**config.mk**
```make
export PLATFORM = sky130hd
export DESIGN_NAME = i2c_reg_seq
export DESIGN_NICKNAME = d
export VERILOG_FILES = /design/src/rtl/i2c_seq_pkg.sv /design/src/rtl/i2c_seq_rxbuf.sv /design/src/rtl/i2c_reg_seq.sv
export SDC_FILE = /design/constraint.sdc
export NUM_CORES = 1
export LEC_CHECK = 0
export ABC_AREA = 1
export CAP_MARGIN = 20
export CORE_MARGIN = 1
export CORE_UTILIZATION = 43
export DETAILED_ROUTE_END_ITERATION = 12
export DONT_BUFFER_PORTS = 1
export HOLD_SLACK_MARGIN = 0.08
export PLACE_DENSITY = 0.57
export SYNTH_ARGS = -nofsm -noshare
export SYNTH_HDL_FRONTEND = slang
export SYNTH_SLANG_ARGS = --single-unit
export TNS_END_PERCENT = 20
```
**constraint.sdc**
```tcl
create_clock -name clk -period 2.8 [get_ports clk]
set_input_delay 0.56 -clock clk [delete_from_list [all_inputs] [get_ports clk]]
set_output_delay 0.56 -clock clk [all_outputs]
set_load 0.03 [all_outputs]
```
**src/rtl/i2c_seq_pkg.sv**
```systemverilog
// Shared encodings for the I2C register-transaction sequencer: FSM states,
// error-bit positions and the R/W bit appended to the 7-bit device address.
package i2c_seq_pkg;

  typedef enum logic [3:0] {
    S_IDLE,
    S_LOAD,
    S_WAIT_RDY,
    S_TX_ADRW,
    S_TX_REG,
    S_TX_WDATA,
    S_TX_ADRR,
    S_RX,
    S_DONE,
    S_ERR
  } state_e;

  localparam int ERR_LEN = 0;
  localparam int ERR_TMO = 1;

  localparam logic BIT_WRITE = 1'b0;
  localparam logic BIT_READ  = 1'b1;

endpackage

```
**src/rtl/i2c_seq_rxbuf.sv**
```systemverilog
// Receive buffer: DEPTH x 8 entries, asynchronous clear, one write port and a
// combinational read port returning 0 for indices beyond the buffer.
module i2c_seq_rxbuf #(
  parameter int DEPTH = 22,
  parameter int IDX_W = $clog2(DEPTH)
) (
  input  logic             clk,
  input  logic             reset,
  input  logic             wr_en,
  input  logic [IDX_W-1:0] wr_idx,
  input  logic [7:0]       wr_data,
  input  logic [IDX_W-1:0] rd_idx,
  output logic [7:0]       rd_data
);

  logic [7:0] mem_q [DEPTH];
  logic [7:0] mem_d [DEPTH];

  always_comb begin
    mem_d = mem_q;
    if (wr_en && (int'(wr_idx) < DEPTH)) mem_d[wr_idx] = wr_data;
  end

  always_ff @(posedge clk or negedge reset) begin
    if (!reset) begin
      for (int i = 0; i < DEPTH; i++) mem_q[i] <= 8'h00;
    end else begin
      mem_q <= mem_d;
    end
  end

  // Reads see the registered contents, so a same-cycle write returns old data.
  assign rd_data = (int'(rd_idx) < DEPTH) ? mem_q[rd_idx] : 8'h00;

endmodule

```
**src/rtl/i2c_reg_seq.sv**
```systemverilog
// I2C register-transaction sequencer driving a byte-level master handshake.
// Optional watchdog enabled by defining I2C_REG_SEQ_TIMEOUT_EN.
module i2c_reg_seq
  import i2c_seq_pkg::*;
#(
  parameter logic [6:0] DEV_ADR    = 7'h77,
  parameter int         DEPTH      = 22,
  parameter int         START_HOLD = 15,
  parameter int         TIMEOUT    = 65535,
  localparam int        LEN_W      = $clog2(DEPTH + 1),
  localparam int        IDX_W      = $clog2(DEPTH)
) (
  input  logic             clk,
  input  logic             reset,
  input  logic             cmd_valid,
  output logic             cmd_ready,
  input  logic             cmd_write,
  input  logic [7:0]       cmd_reg,
  input  logic [LEN_W-1:0] cmd_len,
  input  logic [7:0]       cmd_wdata,
  input  logic             isReady,
  output logic             start,
  output logic             send,
  output logic [7:0]       datasend,
  input  logic             sended,
  output logic             receive,
  input  logic [7:0]       datareceive,
  input  logic             received,
  input  logic [IDX_W-1:0] rd_idx,
  output logic [7:0]       rd_data,
  output logic             busy,
  output logic             done,
  output logic [1:0]       err
);

  localparam int HOLD_W = $clog2(START_HOLD + 1);

  state_e             state_q, state_d;
  logic               write_q, write_d;
  logic [LEN_W-1:0]   len_q, len_d;
  logic [7:0]         reg_q, reg_d;
  logic [7:0]         wdata_q, wdata_d;
  logic [IDX_W-1:0]   k_q, k_d;
  logic [1:0]         err_q, err_d;
  logic [HOLD_W-1:0]  hold_q, hold_d;
  logic               sended_q, received_q;
  logic               snd_edge, rcv_edge, accept, in_tx, wr_en, tmo_hit;

  assign accept   = cmd_valid && (state_q == S_IDLE);
  assign snd_edge = sended & ~sended_q;
  assign rcv_edge = received & ~received_q;
  assign in_tx    = (state_q == S_TX_ADRW) || (state_q == S_TX_REG) ||
                    (state_q == S_TX_WDATA) || (state_q == S_TX_ADRR);

`ifdef I2C_REG_SEQ_TIMEOUT_EN
  localparam int TMO_W = $clog2(TIMEOUT + 1);
  logic [TMO_W-1:0] tmo_q, tmo_d;
  logic             adv;

  // Any edge that moves the FSM forward restarts the watchdog.
  assign adv = (in_tx && snd_edge) || ((state_q == S_RX) && rcv_edge);

  always_comb begin
    tmo_d = tmo_q;
    if (accept || adv) tmo_d = '0;
    else if (tmo_q != TMO_W'(TIMEOUT)) tmo_d = tmo_q + 1'b1;
  end

  always_ff @(posedge clk or negedge reset) begin
    if (!reset) tmo_q <= '0;
    else        tmo_q <= tmo_d;
  end

  assign tmo_hit = (tmo_q == TMO_W'(TIMEOUT));
`else
  assign tmo_hit = 1'b0;
`endif

  always_comb begin
    state_d = state_q;
    write_d = write_q;
    len_d   = len_q;
    reg_d   = reg_q;
    wdata_d = wdata_q;
    k_d     = k_q;
    err_d   = err_q;
    hold_d  = (hold_q != '0) ? hold_q - 1'b1 : '0;
    wr_en   = 1'b0;
    case (state_q)
      S_IDLE: if (accept) begin
        write_d = cmd_write;
        len_d   = cmd_len;
        reg_d   = cmd_reg;
        wdata_d = cmd_wdata;
        k_d     = '0;
        err_d   = 2'b00;
        state_d = S_LOAD;
      end
      S_LOAD: begin
        if (!write_q && ((len_q == '0) || (int'(len_q) > DEPTH))) begin
          err_d[ERR_LEN] = 1'b1;
          state_d        = S_DONE;
        end else begin
          state_d = S_WAIT_RDY;
        end
      end
      S_WAIT_RDY: begin
        if (tmo_hit) state_d = S_ERR;
        else if (isReady) begin
          state_d = S_TX_ADRW;
          hold_d  = HOLD_W'(START_HOLD);
        end
      end
      S_TX_ADRW: begin
        if (tmo_hit) state_d = S_ERR;
        else if (snd_edge) state_d = S_TX_REG;
      end
      S_TX_REG: begin
        if (tmo_hit) state_d = S_ERR;
        else if (snd_edge) begin
          if (write_q) state_d = S_TX_WDATA;
          else begin
            state_d = S_TX_ADRR;
            hold_d  = HOLD_W'(START_HOLD);
          end
        end
      end
      S_TX_WDATA: begin
        if (tmo_hit) state_d = S_ERR;
        else if (snd_edge) state_d = S_DONE;
      end
      S_TX_ADRR: begin
        if (tmo_hit) state_d = S_ERR;
        else if (snd_edge) state_d = S_RX;
      end
      S_RX: begin
        if (tmo_hit) state_d = S_ERR;
        else if (rcv_edge) begin
          wr_en = 1'b1;
          k_d   = k_q + 1'b1;
          if ((LEN_W'(k_q) + 1'b1) == len_q) state_d = S_DONE;
        end
      end
      S_ERR: begin
        err_d[ERR_TMO] = 1'b1;
        state_d        = S_DONE;
      end
      S_DONE:  state_d = S_IDLE;
      default: state_d = S_IDLE;
    endcase
`ifndef I2C_REG_SEQ_TIMEOUT_EN
    err_d[ERR_TMO] = 1'b0;
`endif
  end

  always_ff @(posedge clk or negedge reset) begin
    if (!reset) begin
      state_q    <= S_IDLE;
      write_q    <= 1'b0;
      len_q      <= '0;
      k_q        <= '0;
      err_q      <= 2'b00;
      hold_q     <= '0;
      sended_q   <= 1'b0;
      received_q <= 1'b0;
    end else begin
      state_q    <= state_d;
      write_q    <= write_d;
      len_q      <= len_d;
      k_q        <= k_d;
      err_q      <= err_d;
      hold_q     <= hold_d;
      sended_q   <= sended;
      received_q <= received;
    end
  end

  always_ff @(posedge clk) begin
    reg_q   <= reg_d;
    wdata_q <= wdata_d;
  end

  // Strobes decode from the state register so an async reset drops them at once.
  always_comb begin
    cmd_ready = (state_q == S_IDLE);
    busy      = (state_q != S_IDLE);
    done      = (state_q == S_DONE);
    send      = in_tx;
    receive   = (state_q == S_RX);
    start     = ((state_q == S_TX_ADRW) || (state_q == S_TX_ADRR)) && (hold_q != '0);
    err       = err_q;
    case (state_q)
      S_TX_ADRW:  datasend = {DEV_ADR, BIT_WRITE};
      S_TX_REG:   datasend = reg_q;
      S_TX_WDATA: datasend = wdata_q;
      S_TX_ADRR:  datasend = {DEV_ADR, BIT_READ};
      default:    datasend = 8'h00;
    endcase
  end

  i2c_seq_rxbuf #(
    .DEPTH (DEPTH),
    .IDX_W (IDX_W)
  ) u_rxbuf (
    .clk     (clk),
    .reset   (reset),
    .wr_en   (wr_en),
    .wr_idx  (k_q),
    .wr_data (datareceive),
    .rd_idx  (rd_idx),
    .rd_data (rd_data)
  );

endmodule

```
# Word-level counts from Yosys, hierarchy flattened
# Index checks and enable logic that the tools add are counted.
# word_totals
elab_cells,118
output_inout_bits,24
inputBits,41
register_bits,214
# classes
eq_ne,19
order_cmp,6
n_addsub,2
n_bitwise,6
n_reduce_logical,21
muxes,32
# op_table
cell,n
bitwise mux 176 bit,1
two-way mux 4 bit,13
binary-select mux 8 bit (select 5 bit),1
demux 8 bit (select 5 bit),1
one-hot mux 4 bit (9 select lines),1
two-way mux 8 bit,4
one-hot mux 8 bit (4 select lines),1
equality test 4 x 3 -> 1 bit (second input constant),4
>= comparator 6 bit (second input constant),2
inequality test 2 bit (second input constant),6
inverter 5 -> 6 bit,2
less-than comparator 5 bit (second input constant),2
two-way mux 5 bit,2
one-hot mux 5 bit (2 select lines),1
equality test 4 x 2 -> 1 bit (second input constant),2
equality test 4 bit (second input constant),2
one-hot mux 4 bit (2 select lines),1
AND reduction 8 bit,1
nonzero test 4 bit,2
less-than comparator 6 x 1 -> 1 bit (second input constant),1
inequality test 2 x 1 -> 1 bit (second input constant),3
AND reduction 3 bit,2
adder 5 x 1 -> 5 bit (second input constant),1
equality test 5 bit,1
other kinds (15),29

# Logic depth before layout (Yosys ltp)
# Gate-level depths: netlist of the first run.
# depth
ltp_word,6
ltp_mapped,13
mapped_depth_nobuf,13

# Cells and area by module
# Synthesis of the first run repeated with hierarchy kept, for this count alone.
# hier_totals
hier_cells,1346
area_unflattened_um2,10525.1
# modules_own_cells
mod,seq_area_each_um2,area_each_um2,cells_each,instances
i2c_seq_rxbuf,4404.2,8610.8,1138,1
i2c_reg_seq,1031.0,1914.3,208,1

# Worst setup path after synthesis of the first run
# No wires, ideal clock.
# synth_timing
path_type,input port to output port
startpoint,input rd_idx[0]
endpoint,output rd_data[7]
arrival_time_ns,1.792
t_required_ns,2.240
path_stages,9
n_path_buf,2
path_slack_ns,0.448
path_cell_list,inv_1 clkbuf_1 clkbuf_1 nor2_1 o211ai_1 o21ai_0 nand2_1 nand3_1 nand2_1
# synth_between
elab_chain_len,5
elab_cells_between_ends,6
classes_between,order compare (1); mux (4); bitwise (1)
# synth_rtl
element,line_no,text
"start, declared",i2c_reg_seq.sv:29,"input logic [IDX_W-1:0] rd_idx,"
inverter 5 -> 6 bit (implied by the code),i2c_seq_rxbuf.sv:33,assign rd_data = (int'(rd_idx) < DEPTH) ? mem_q[rd_idx] : 8'h00;
binary-select mux 8 bit (select 5 bit),i2c_seq_rxbuf.sv:33,
two-way mux 8 bit (implied by the code) (2 in a row),i2c_seq_rxbuf.sv:33,
two-way mux 8 bit (*),i2c_seq_rxbuf.sv:33,
"end, declared",i2c_reg_seq.sv:30,"output logic [7:0] rd_data,"
# Mark *: on every way between the ends. The rest lies on a longest branch, timed or not. The select of a mux whose other input is x is not followed.

# Final worst setup path of the first run
# layout_timing
startpoint,register state_q[2]
endpoint,output busy
# layout_between
elab_chain_len,1
# layout_rtl
element,line_no,text
"start, declared",i2c_reg_seq.sv:38,"state_e state_q, state_d;"
"start signal, assigned",i2c_reg_seq.sv:167,state_q <= state_d;
nonzero test 4 bit,i2c_reg_seq.sv:186,busy = (state_q != S_IDLE);
"end, declared",i2c_reg_seq.sv:31,"output logic busy,"
# Every way passes these cells.

==> results of run 1 <==
kinds of logic after synthesis:
group           after synthesis
fa+ha+maj                     4
compound gates              340
simple gates                502
other cells                   1
buf+inv                     125
flops                       214
cells in the final DEF, fill, tap and decap left out:
| cell | netlist | final |
|---|---|---|
| a22o_1 | 1 | 1 |
| nor2_1 | 138 | 137 |
| clkbuf_1 | 41 | 9 |
| nand2_1 | 289 | 289 |
| o21ai_0 | 115 | 115 |
| ha_1 | 4 | 4 |
| o21ai_1 | 169 | 169 |
| clkbuf_16 | 0 | 25 |
| inv_2 | 3 | 4 |
| nand2_8 | 1 | 1 |
| a31oi_1 | 1 | 1 |
| nand2_2 | 11 | 11 |
| o21a_1 | 1 | 1 |
| dlygate4sd3_1 | 0 | 2 |
| o211ai_1 | 31 | 31 |
| inv_1 | 45 | 44 |
| nor3_1 | 3 | 3 |
| a221o_1 | 6 | 6 |
| clkinv_1 | 2 | 2 |
| o22ai_1 | 11 | 11 |
| nor2_2 | 4 | 5 |
| conb_1 | 1 | 1 |
| dfrtp_1 | 198 | 198 |
| a21oi_1 | 4 | 4 |
| nand4_1 | 5 | 5 |
| clkinv_4 | 1 | 1 |
| nor2_4 | 2 | 2 |
| nand2_4 | 12 | 12 |
| nor3_2 | 2 | 2 |
| nand3_1 | 32 | 32 |
| a311oi_1 | 1 | 1 |
| buf_4 | 1 | 18 |
| clkinv_2 | 0 | 2 |
| buf_12 | 0 | 2 |
| clkbuf_8 | 0 | 7 |
| edfxtp_1 | 16 | 16 |
| nor2_8 | 3 | 3 |
registers in the layout, indices dropped and copies added, names as in the netlist:
| name | cells |
|---|---|
| write_q | 1 |
| k_q | 5 |
| state_q | 4 |
| wdata_q | 8 |
| sended_q | 1 |
| hold_q | 4 |
| received_q | 1 |
| len_q | 5 |
| reg_q | 8 |
| u_rxbuf.mem_q | 176 |
| err | 1 |
critical path, cell delays in order, from the launching register on:
cell,delay (ns)
dfrtp_1,0.45
nor2_1,0.31
inv_1,0.09
nor2_2,0.39
inv_1,0.30
per-stage QoR:
step | utilization, % | cells | area (µm²)
finish | 48.4 | 1490 | 11000
global route | 48.4 | 1490 | 11000
CTS | 48.4 | 1490 | 11000
detailed placement | 45.0 | 1445 | 10200
global placement | 45.0 | 1445 | 10200
floorplan | - | 1186 | 10100
power groups by stage:
stage	Clock (W)	Combinational (W)	Sequential, W
after floorplan	0	0.00112	0.00354
after global placement	0	0.00136	0.00357
after detailed placement	0	0.00137	0.00357
after CTS	0.00311	0.00138	0.00352
after global routing	0.00324	0.00154	0.00355
final	0.00304	0.00137	0.00352
path summary, 6_finish.rpt:
kind | from | to | slack, ns | cells after the start
min reg2reg | u_rxbuf.mem_q[57]$_DFFE_PN0P_ | u_rxbuf.mem_q[57]$_DFFE_PN0P_ | 0.48 | 2
max reg2reg | state_q[2]$_DFFE_PN0P_ | reg_q[4]$_DFFE_PP_ | 0.56 | 6
max in group asynchronous | reset | u_rxbuf.mem_q[57]$_DFFE_PN0P_ | 2.59 | 0
min in group clk | cmd_reg[5] | reg_q[5]$_DFFE_PP_ | 0.14 | 0
min | reset | u_rxbuf.mem_q[133]$_DFFE_PN0P_ | -0.24 | 0
max | state_q[2]$_DFFE_PN0P_ | busy | 0.19 | 4
routing by layer:
| layer | vias to the layer above | global-route usage [%] |
|---|---|---|
| met2 | 166 | 35.7 |
| met4 | 0 | 5.14 |
| met3 | 35 | 3.43 |
| met5 | - | 0 |
| met1 | 3863 | 33.0 |
| li1 | 3907 | - |
area by class of cell:
type	count	area [µm²]	area share, %
flip-flops and latches	214	5440	49.3
inverters	51	196	1.78
clock inverters	2	10.0	0.0907
repair buffers	22	195	1.77
clock buffers	41	756	6.85
well taps	313	392	3.55
multi-input cells	847	4050	36.7
==> results.md, run 1 <==
- Register bit total from synthesis: between 200 and 250
- GP Congestion: 0.838
- Pwr Density: approximately 700 nW/µm²
- Mapped Nets: between 1,000 and 1,500
- Leakage: around 5 nW
- Post-CTS sizing: 0
- Final TNS setup: 0 ns
- Post-CTS setup buffer count: 0
- Yosys top cell by area: dfrtp_1
- Initial DRC Count: approximately 670
- Initial Util: 44.2%
- PortBufs: 0
- N_diodes: 0
- Share of layout cells above drive strength 1: between 8 and 9%
- Largest family of logic cells by synthesized area: simple AND/OR/NAND/NOR gates
- Synth Area in Simple Gates: between 20% and 30%
- Hold Fails Final Rpt: a little under 200
- Prevailing post-synth register cell: dfrtp_1
- Net Sw Frac: between 20% and 30%
- Worst Max-Slew Pin Slew: 0.915 ns
- Slew margin rel.: just under 40%
- Vias in the first global route: 7,713
- H-tree Lvls: 1
- Clock power frac: a little under two fifths
- Total core area: 22,800 µm²
- Worst Path Class, Setup: flop to output port
- CP Max Fanout: 6
- Root Driver: clkbuf_16
- # clock sinks: 214
- Period utilisation layout: about 93%
- Yosys top cell area share: 49.2%
- Design Power: 0.00793 W
- Max-cap violations: 0
- Post-place setup slack: between 0.2 and 0.3 ns
- DRC Markers: 0
- Die Area: 24,100 µm²
- Maximum clock path buffer count: 3
- Hpwl dp: 16.9 mm
- Worst EP required: 2.24 ns
- Int Pwr: about 0.0056 W
- Most frequent cell after synthesis: nand2_1
- Grt ovf: 0
- CP arrival: approximately 2.1 ns
- # hold bufs at CTS: 2
- Chip Width: roughly 160 µm
- Asr flop ratio synth: between 90 and 100%
- Register clock-pin slew on the reported worst setup and hold paths: around 0.06 ns
- Failing checks: negative hold slack
- PnR worst setup slack: 0.188 ns
- Final worst hold slack: -0.245 ns
- Final Setup Violations: 0
- CTS tree: done
- Syn-to-layout area delta: 9.51%
- Syn avg cell area: between 8 and 9 µm²
- CP startpoint kind: flop
- Hold WC Path Type: primary input to async pin
- Logic pwr share: 17.3%
- Synth cell count leaders: nand2_1 (289), dfrtp_1 (198), o21ai_1 (169)
- Post-layout min period: ~2.6 ns
- Synth Area in Adders: less than 1%
- # rows: 55
- Mux contribution to synthesized area: 0%
- CTS buffer count: 24
- Seq/Total Area, Yosys: 53.9%
- Final Max Tran Viols: 0
- Synth Area in Compound Gates: approximately 18%
- Clk_lat worst skew: 0.52 ns
- Fill count: approximately 2,200
- Xor/xnor share of the synthesized area: 0%
- Synthesis warning total: 0
- M1 WL: 12.9 mm
- Met3 WL post-DR: ~1.1 mm
- Yosys cell types: 35
- WL met2: roughly 12 mm
- Vias: 7,971
- Ports: 65
- All-Layer GR Usage: 22.7%
- DR WL/cell: approximately 18 µm
- Synth Instances: 1,186
- CP endpoint kind: output port
- Final ANT Viol Nets: 0
- First-pass GRT wire length: around 43 mm
- Worst IR Drop VDD: 0.760 mV
- Die height: 155 µm
- Clock Skew: about 0.018 ns
- Initial antenna violation count: 1
- Largest net degree at the start of global routing: around 200
- Nets: 1,205
- Top cells by area, synth: dfrtp_1 (49%), nand2_1 (11%), o21ai_1 (8.4%), o21ai_0 (5.7%), nor2_1 (5.1%)
- Synth Cell Area: just over 10,000 µm²
- DR pass1 iterations: 5
- RSZ-0062 raised after global routing: no
- Fmax: 383 MHz
- Post-synth EDFFs: 16
- DR top layer: met4
- P_sw: approximately 0.0024 W
- DR vias/cell: ~5.3
- Wirelength, routed: around 26 mm
- Status: finished, violations left
- Sequential Power Share: 44.4%
No activity file was read; power rests on OpenSTA's default activity.
==> inputs of run 2 (changes only) <==
==> constraint.sdc (replaced) <==
create_clock -name clk -period 2.6 [get_ports clk]
set_input_delay 0.52 -clock clk [delete_from_list [all_inputs] [get_ports clk]]
set_output_delay 0.52 -clock clk [all_outputs]
set_load 0.03 [all_outputs]
==> results.md, run 2 (synthesis results as in run 1) <==
- PnR worst setup slack: about 0.11 ns
- Leakage: between 5 and 6 nW
- Grt ovf: 0
- Chip Width: approximately 160 µm
- PortBufs: 0
- Initial antenna violation count: 0
- # hold bufs at CTS: 18
- Wirelength, routed: around 26 mm
- Syn-to-layout area delta: 13.6%
- Initial Util: around 44%
- Hold WC Path Type: primary input to async pin
- Vias in the first global route: between 7,000 and 8,000
- Register clock-pin slew on the reported worst setup and hold paths: ~0.06 ns
- Pwr Density: 777 nW/µm²
- Worst EP required: ~2.1 ns
- Root Driver: clkbuf_16
- Max reg flops: 176
- CP endpoint kind: output port
- Worst Path Class, Setup: flop to output port
- Nets: 1,230
- Die Area: around 24,000 µm²
- Maximum clock path buffer count: 3
- Fill count: 2,219
- CP arrival: between 1.5 and 2 ns
- Post-layout min period: 2.49 ns
- Most common cell after layout, fill and taps aside: nand2_1
- DR pass1 iterations: 5
- Final ANT Viol Nets: 0
- Total core area: roughly 23,000 µm²
- Final Setup Violations: 0
- # clock sinks: around 210
- N_diodes: 0
- Hold Fails Final Rpt: 198
- DRC Markers: 0
- Largest Register: u_rxbuf.mem_q
- Worst Max-Slew Pin Slew: roughly 0.92 ns
- Vias: ~8,000
- Largest net degree at the start of global routing: between 150 and 200
- RSZ-0062 raised after global routing: yes
- CP Max Fanout: 4
- First-pass GRT wire length: between 40 and 50 mm
- CTS tree: done
- Design Power: 0.00889 W
- Commonest non-fill, non-tap cells in the layout: nand2_1 (288), dfrtp_1 (198), o21ai_1 (169)
- Status: finished, violations left
- Crit-path cells: inv_1, nor2_1, nand2_1, a21oi_1
- Ports: between 60 and 70
- CP startpoint kind: flop
- Slew margin rel.: a little under two fifths
- Failing checks: negative hold slack
- Share of layout cells above drive strength 1: 9.63%
- Final Max Tran Viols: 0
- Final TNS setup: 0 ns
- Crit path largest cell delay: roughly 0.55 ns
- Max-cap violations: 0
- Worst IR Drop VDD: around 0.8 mV
- Fmax: around 400 MHz
- DR WL/cell: about 17 µm
- Period utilisation layout: 95.7%
- Initial DRC Count: ~640
- Clk_lat worst skew: around 0.54 ns
- # rows: 55
- DR vias/cell: ~5.3
- Hpwl dp: around 16 mm
- CTS buffer count: 25
- CP delay by family, top: compound AO/OA/AOI/OAI gates
- Clock Skew: approximately 0.024 ns
- Final worst hold slack: -0.297 ns
- Top flop regs: u_rxbuf.mem_q x176, reg_q x8, wdata_q x8
- Buf+Inv Stages, Crit Path: 1
- H-tree Lvls: 1
- Post-place setup slack: 0.260 ns
- All-Layer GR Usage: a little under a quarter
- Slowest-stage cell, CP: a21oi_1
- Die height: approximately 160 µm
- GP Congestion: 0.798
run 2: changes by cell type in the layout (fill, tap and decap cells not counted), sizes merged:
cell | previous run | this run
buf | 20 | 28
bufinv | 0 | 1
clkbuf | 41 | 40
clkinv | 5 | 6
clkinvlp | 0 | 1
dlygate4sd3 | 2 | 18
inv | 48 | 49
run 2: worst paths after layout:
path	startpoint	end	slack (ns)	cells past startpoint
hold / removal	reset	u_rxbuf.mem_q[137]$_DFFE_PN0P_	-0.30	0
min in group clk	cmd_len[3]	len_q[3]$_DFFE_PN0P_	0.10	2
max in group asynchronous	reset	u_rxbuf.mem_q[158]$_DFFE_PN0P_	2.58	0
hold reg to reg	u_rxbuf.mem_q[76]$_DFFE_PN0P_	u_rxbuf.mem_q[76]$_DFFE_PN0P_	0.48	2
setup / recovery	state_q[1]$_DFFE_PN0P_	start	0.11	4
setup reg to reg	state_q[2]$_DFFE_PN0P_	wdata_q[1]$_DFFE_PP_	0.61	7
run 2: metal layers:
metal  wire length (µm)  GRT usage (%)
met4                620           6.13
met1              12600           33.4
met3               1390           3.34
met2              11800           35.5
met5                  0              0
run 2: worst reg2reg max path: stages, from the launching register on:
cell and delay [ns]:
dfrtp_1 0.43, nor2_1 0.32, inv_1 0.09, nor2_2 0.09, buf_4 0.18, inv_1 0.19
nor2_2 0.15, buf_4 0.23
run 2: repair_timing:
item | CTS | global route
setup buffers | 0 | 0
pin swaps | 0 | 2
resized for setup | 1 | 8
endpoints found under the setup margin | 1 | 12
endpoints found under the hold margin | 216 | 198
run 2: power breakdown:
| group | switching [W] | leakage (nW) | total [W] | internal, W |
|---|---|---|---|---|
| logic | 0.00107 | 1.97 | 0.00158 | 0.000508 |
| clock network | 0.00142 | 0.410 | 0.00353 | 0.00211 |
| registers | 0.000161 | 2.89 | 0.00379 | 0.00363 |
run 2: through the flow:
step           instances  util, %  area [µm²]
6_report            1517     50.3       11500
3_5_place_dp        1453     45.8       10400
5_1_grt             1517     50.3       11500
2_1_floorplan       1186        -       10100
4_1_cts             1517     50.2       11400
3_3_place_gp        1453     45.8       10400
run 2: area by class of cell:
cell class              instances  area (µm²)  share of cell area [%]
inverters                      51         196                    1.72
repair buffers                 46         528                    4.61
clock buffers                  40         762                    6.65
multi-input cells             847        4070                    35.5
flip-flops and latches        214        5440                    47.5
well taps                     313         392                    3.42
clock inverters                 6        72.6                   0.634
==> inputs of run 3 (changes only) <==
==> constraint.sdc (replaced) <==
create_clock -name clk -period 2.6 [get_ports clk]
set_input_delay 0.39 -clock clk [delete_from_list [all_inputs] [get_ports clk]]
set_output_delay 0.39 -clock clk [all_outputs]
set_load 0.03 [all_outputs]
==> results.md, run 3 (synthesis results as in run 1) <==
- Leakage: between 5 and 6 nW
- Fin util: roughly 50%
- Hpwl dp: between 15 and 20 mm
- Final ANT Viol Nets: 0
- Die height: about 160 µm
- # rows: 55
- # placed instances: approximately 1,400
- Crit path largest cell delay: between 0.4 and 0.5 ns
- Worst Max-Slew Pin Slew: slightly below 1 ns
- H-tree Lvls: 1
- Nets: approximately 1,200
- Maximum clock path buffer count: 3
- Failing checks: negative hold slack
- Post-CTS setup buffer count: 0
- Grt ovf: 0
- Largest net degree at the start of global routing: a little under 200
- CP delay by family, top: simple AND/OR/NAND/NOR gates
- # clock sinks: 214
- Syn-to-layout area delta: 11.9%
- Die Area: ~24,000 µm²
- Register area: roughly 5400 µm²
- Worst Path Class, Setup: flop to output port
- Max reg flops: roughly 180
- Initial Util: between 40% and 50%
- Root Driver: clkbuf_16
- Fill count: about 2,200
- Top flop regs: u_rxbuf.mem_q x176, reg_q x8, wdata_q x8
- Max-cap violations: 0
- All-Layer GR Usage: 23.4%
- DR WL/cell: ~18 µm
- First-pass GRT wire length: 44.1 mm
- Status: finished, violations left
- GP Congestion: slightly above 0.8
- CP arrival: about 2.1 ns
- CTS buffer count: 24
- Period utilisation layout: between 90% and 100%
- CTS tree: done
- Crit-path cells: inv_1, nand2_1, nor2_2, a221o_1
- Worst setup path startpoint: state_q[0]$_DFFE_PN0P_
- Hold WC Path Type: primary input to async pin
- Post-CTS sizing: 0
- Most common cell after layout, fill and taps aside: nand2_1
- Ports: 65
- Largest Register: u_rxbuf.mem_q
- Reg2reg start: state_q[3]$_DFFE_PN0P_
- Final TNS setup: 0 ns
- Design Power: 0.00882 W
- CP startpoint kind: flop
- Clock Skew: approximately 0.016 ns
- Initial antenna violation count: 0
- RSZ-0062 raised after global routing: no
- Fmax: roughly 400 MHz
- Post-layout min period: roughly 2.5 ns
- DR vias/cell: 5.30
- # hold bufs at CTS: 24
- Pwr Density: 782 nW/µm²
- Buf+Inv Stages, Crit Path: 1
- R2R setup slack: slightly below 0.5 ns
- Hold Fails Final Rpt: 198
- Slew margin rel.: about a third
- Worst IR Drop VDD: 0.791 mV
- Register clock-pin slew on the reported worst setup and hold paths: around 0.060 ns
- Wirelength, routed: 27.1 mm
- N_diodes: 0
- Area of the multi-input gates: 4050 µm²
- Share of layout cells above drive strength 1: slightly below 8%
- Final Setup Violations: 0
- Chip Width: around 160 µm
- Cell Count, Final, Fillers Out: between 1,500 and 2,000
- CP endpoint kind: output port
- Final worst hold slack: -0.416 ns
- DR pass1 iterations: 5
- DRC Markers: 0
- CP Max Fanout: 10
- Vias in the first global route: just under 8,000
- Worst EP required: about 2.2 ns
- Initial DRC Count: 741
- Total core area: ~23,000 µm²
- Clk_lat worst skew: between 0.5 and 0.6 ns
- Vias: 8,006
- PortBufs: 0
- Final Max Tran Viols: 0
- Slowest-stage cell, CP: a221o_1
- Commonest non-fill, non-tap cells in the layout: nand2_1 (289), dfrtp_1 (198), o21ai_1 (169)
==> run 3: cell count changes in the layout (fill, tap and decap cells not counted), moves of 2 or more <==
cell,previous run,this run
dlygate4sd3_1,18,24
a221o_1,0,6
bufinv_16,1,4
clkinv_1,2,7
a221o_2,6,0
clkbuf_8,8,1
clkbuf_1,7,5
buf_12,11,1
==> run 3: worst paths after layout <==
check,endpoint,cells past startpoint
max,datasend[7],4
min in group clk,hold_q[3]$_DFF_PN0_,2
max reg2reg,u_rxbuf.mem_q[83]$_DFFE_PN0P_,10
min,u_rxbuf.mem_q[121]$_DFFE_PN0P_,0
min reg2reg,u_rxbuf.mem_q[31]$_DFFE_PN0P_,2
max in group asynchronous,u_rxbuf.mem_q[9]$_DFFE_PN0P_,0
==> run 3: final cells by class <==
class                           instances  share of cell area, %
Sequential cell                       214                   48.2
Clock buffer                           31                   5.84
Inverter                               51                   1.74
Timing Repair Buffer                   43                   3.51
Clock inverter                         11                   1.32
Tap cell                              313                   3.47
Multi-Input combinational cell        847                   35.9
==> run 3: power by group <==
| part | internal (W) | switching, W | leakage (nW) |
|---|---|---|---|
| registers | 0.00363 | 0.000160 | 2.89 |
| clock network | 0.00216 | 0.00135 | 0.393 |
| logic | 0.000453 | 0.00105 | 1.91 |
| total | 0.00625 | 0.00257 | 5.19 |
==> run 3: routing by layer <==
metal / vias to the layer above / share of wire [%] / routed length, µm / track usage, %
met2: 230 / 43 / 11700 / 35.1
met4: 0 / 2.5 / 687 / 5.94
li1: 3939 / - / - / -
met5: - / 0 / 0 / 0
met3: 40 / 5.0 / 1340 / 3.04
met1: 3797 / 49 / 13300 / 35.6
==> run 3: worst register-to-register path: cells and delay by family (launching register included) <==
kind | cells | cell delay (ns)
flops | 1 | 0.43
simple gates | 7 | 1.25
buf+inv | 2 | 0.21
compound gates | 1 | 0.07
==> run 3: per-stage QoR <==
stage / setup WS [ns] / cell area, µm²
global placement: 0.399 / 10200
finish: 0.136 / 11300
floorplan: 0.349 / 10100
CTS: 0.146 / 11300
global route: 0.0212 / 11300
detailed placement: 0.429 / 10200
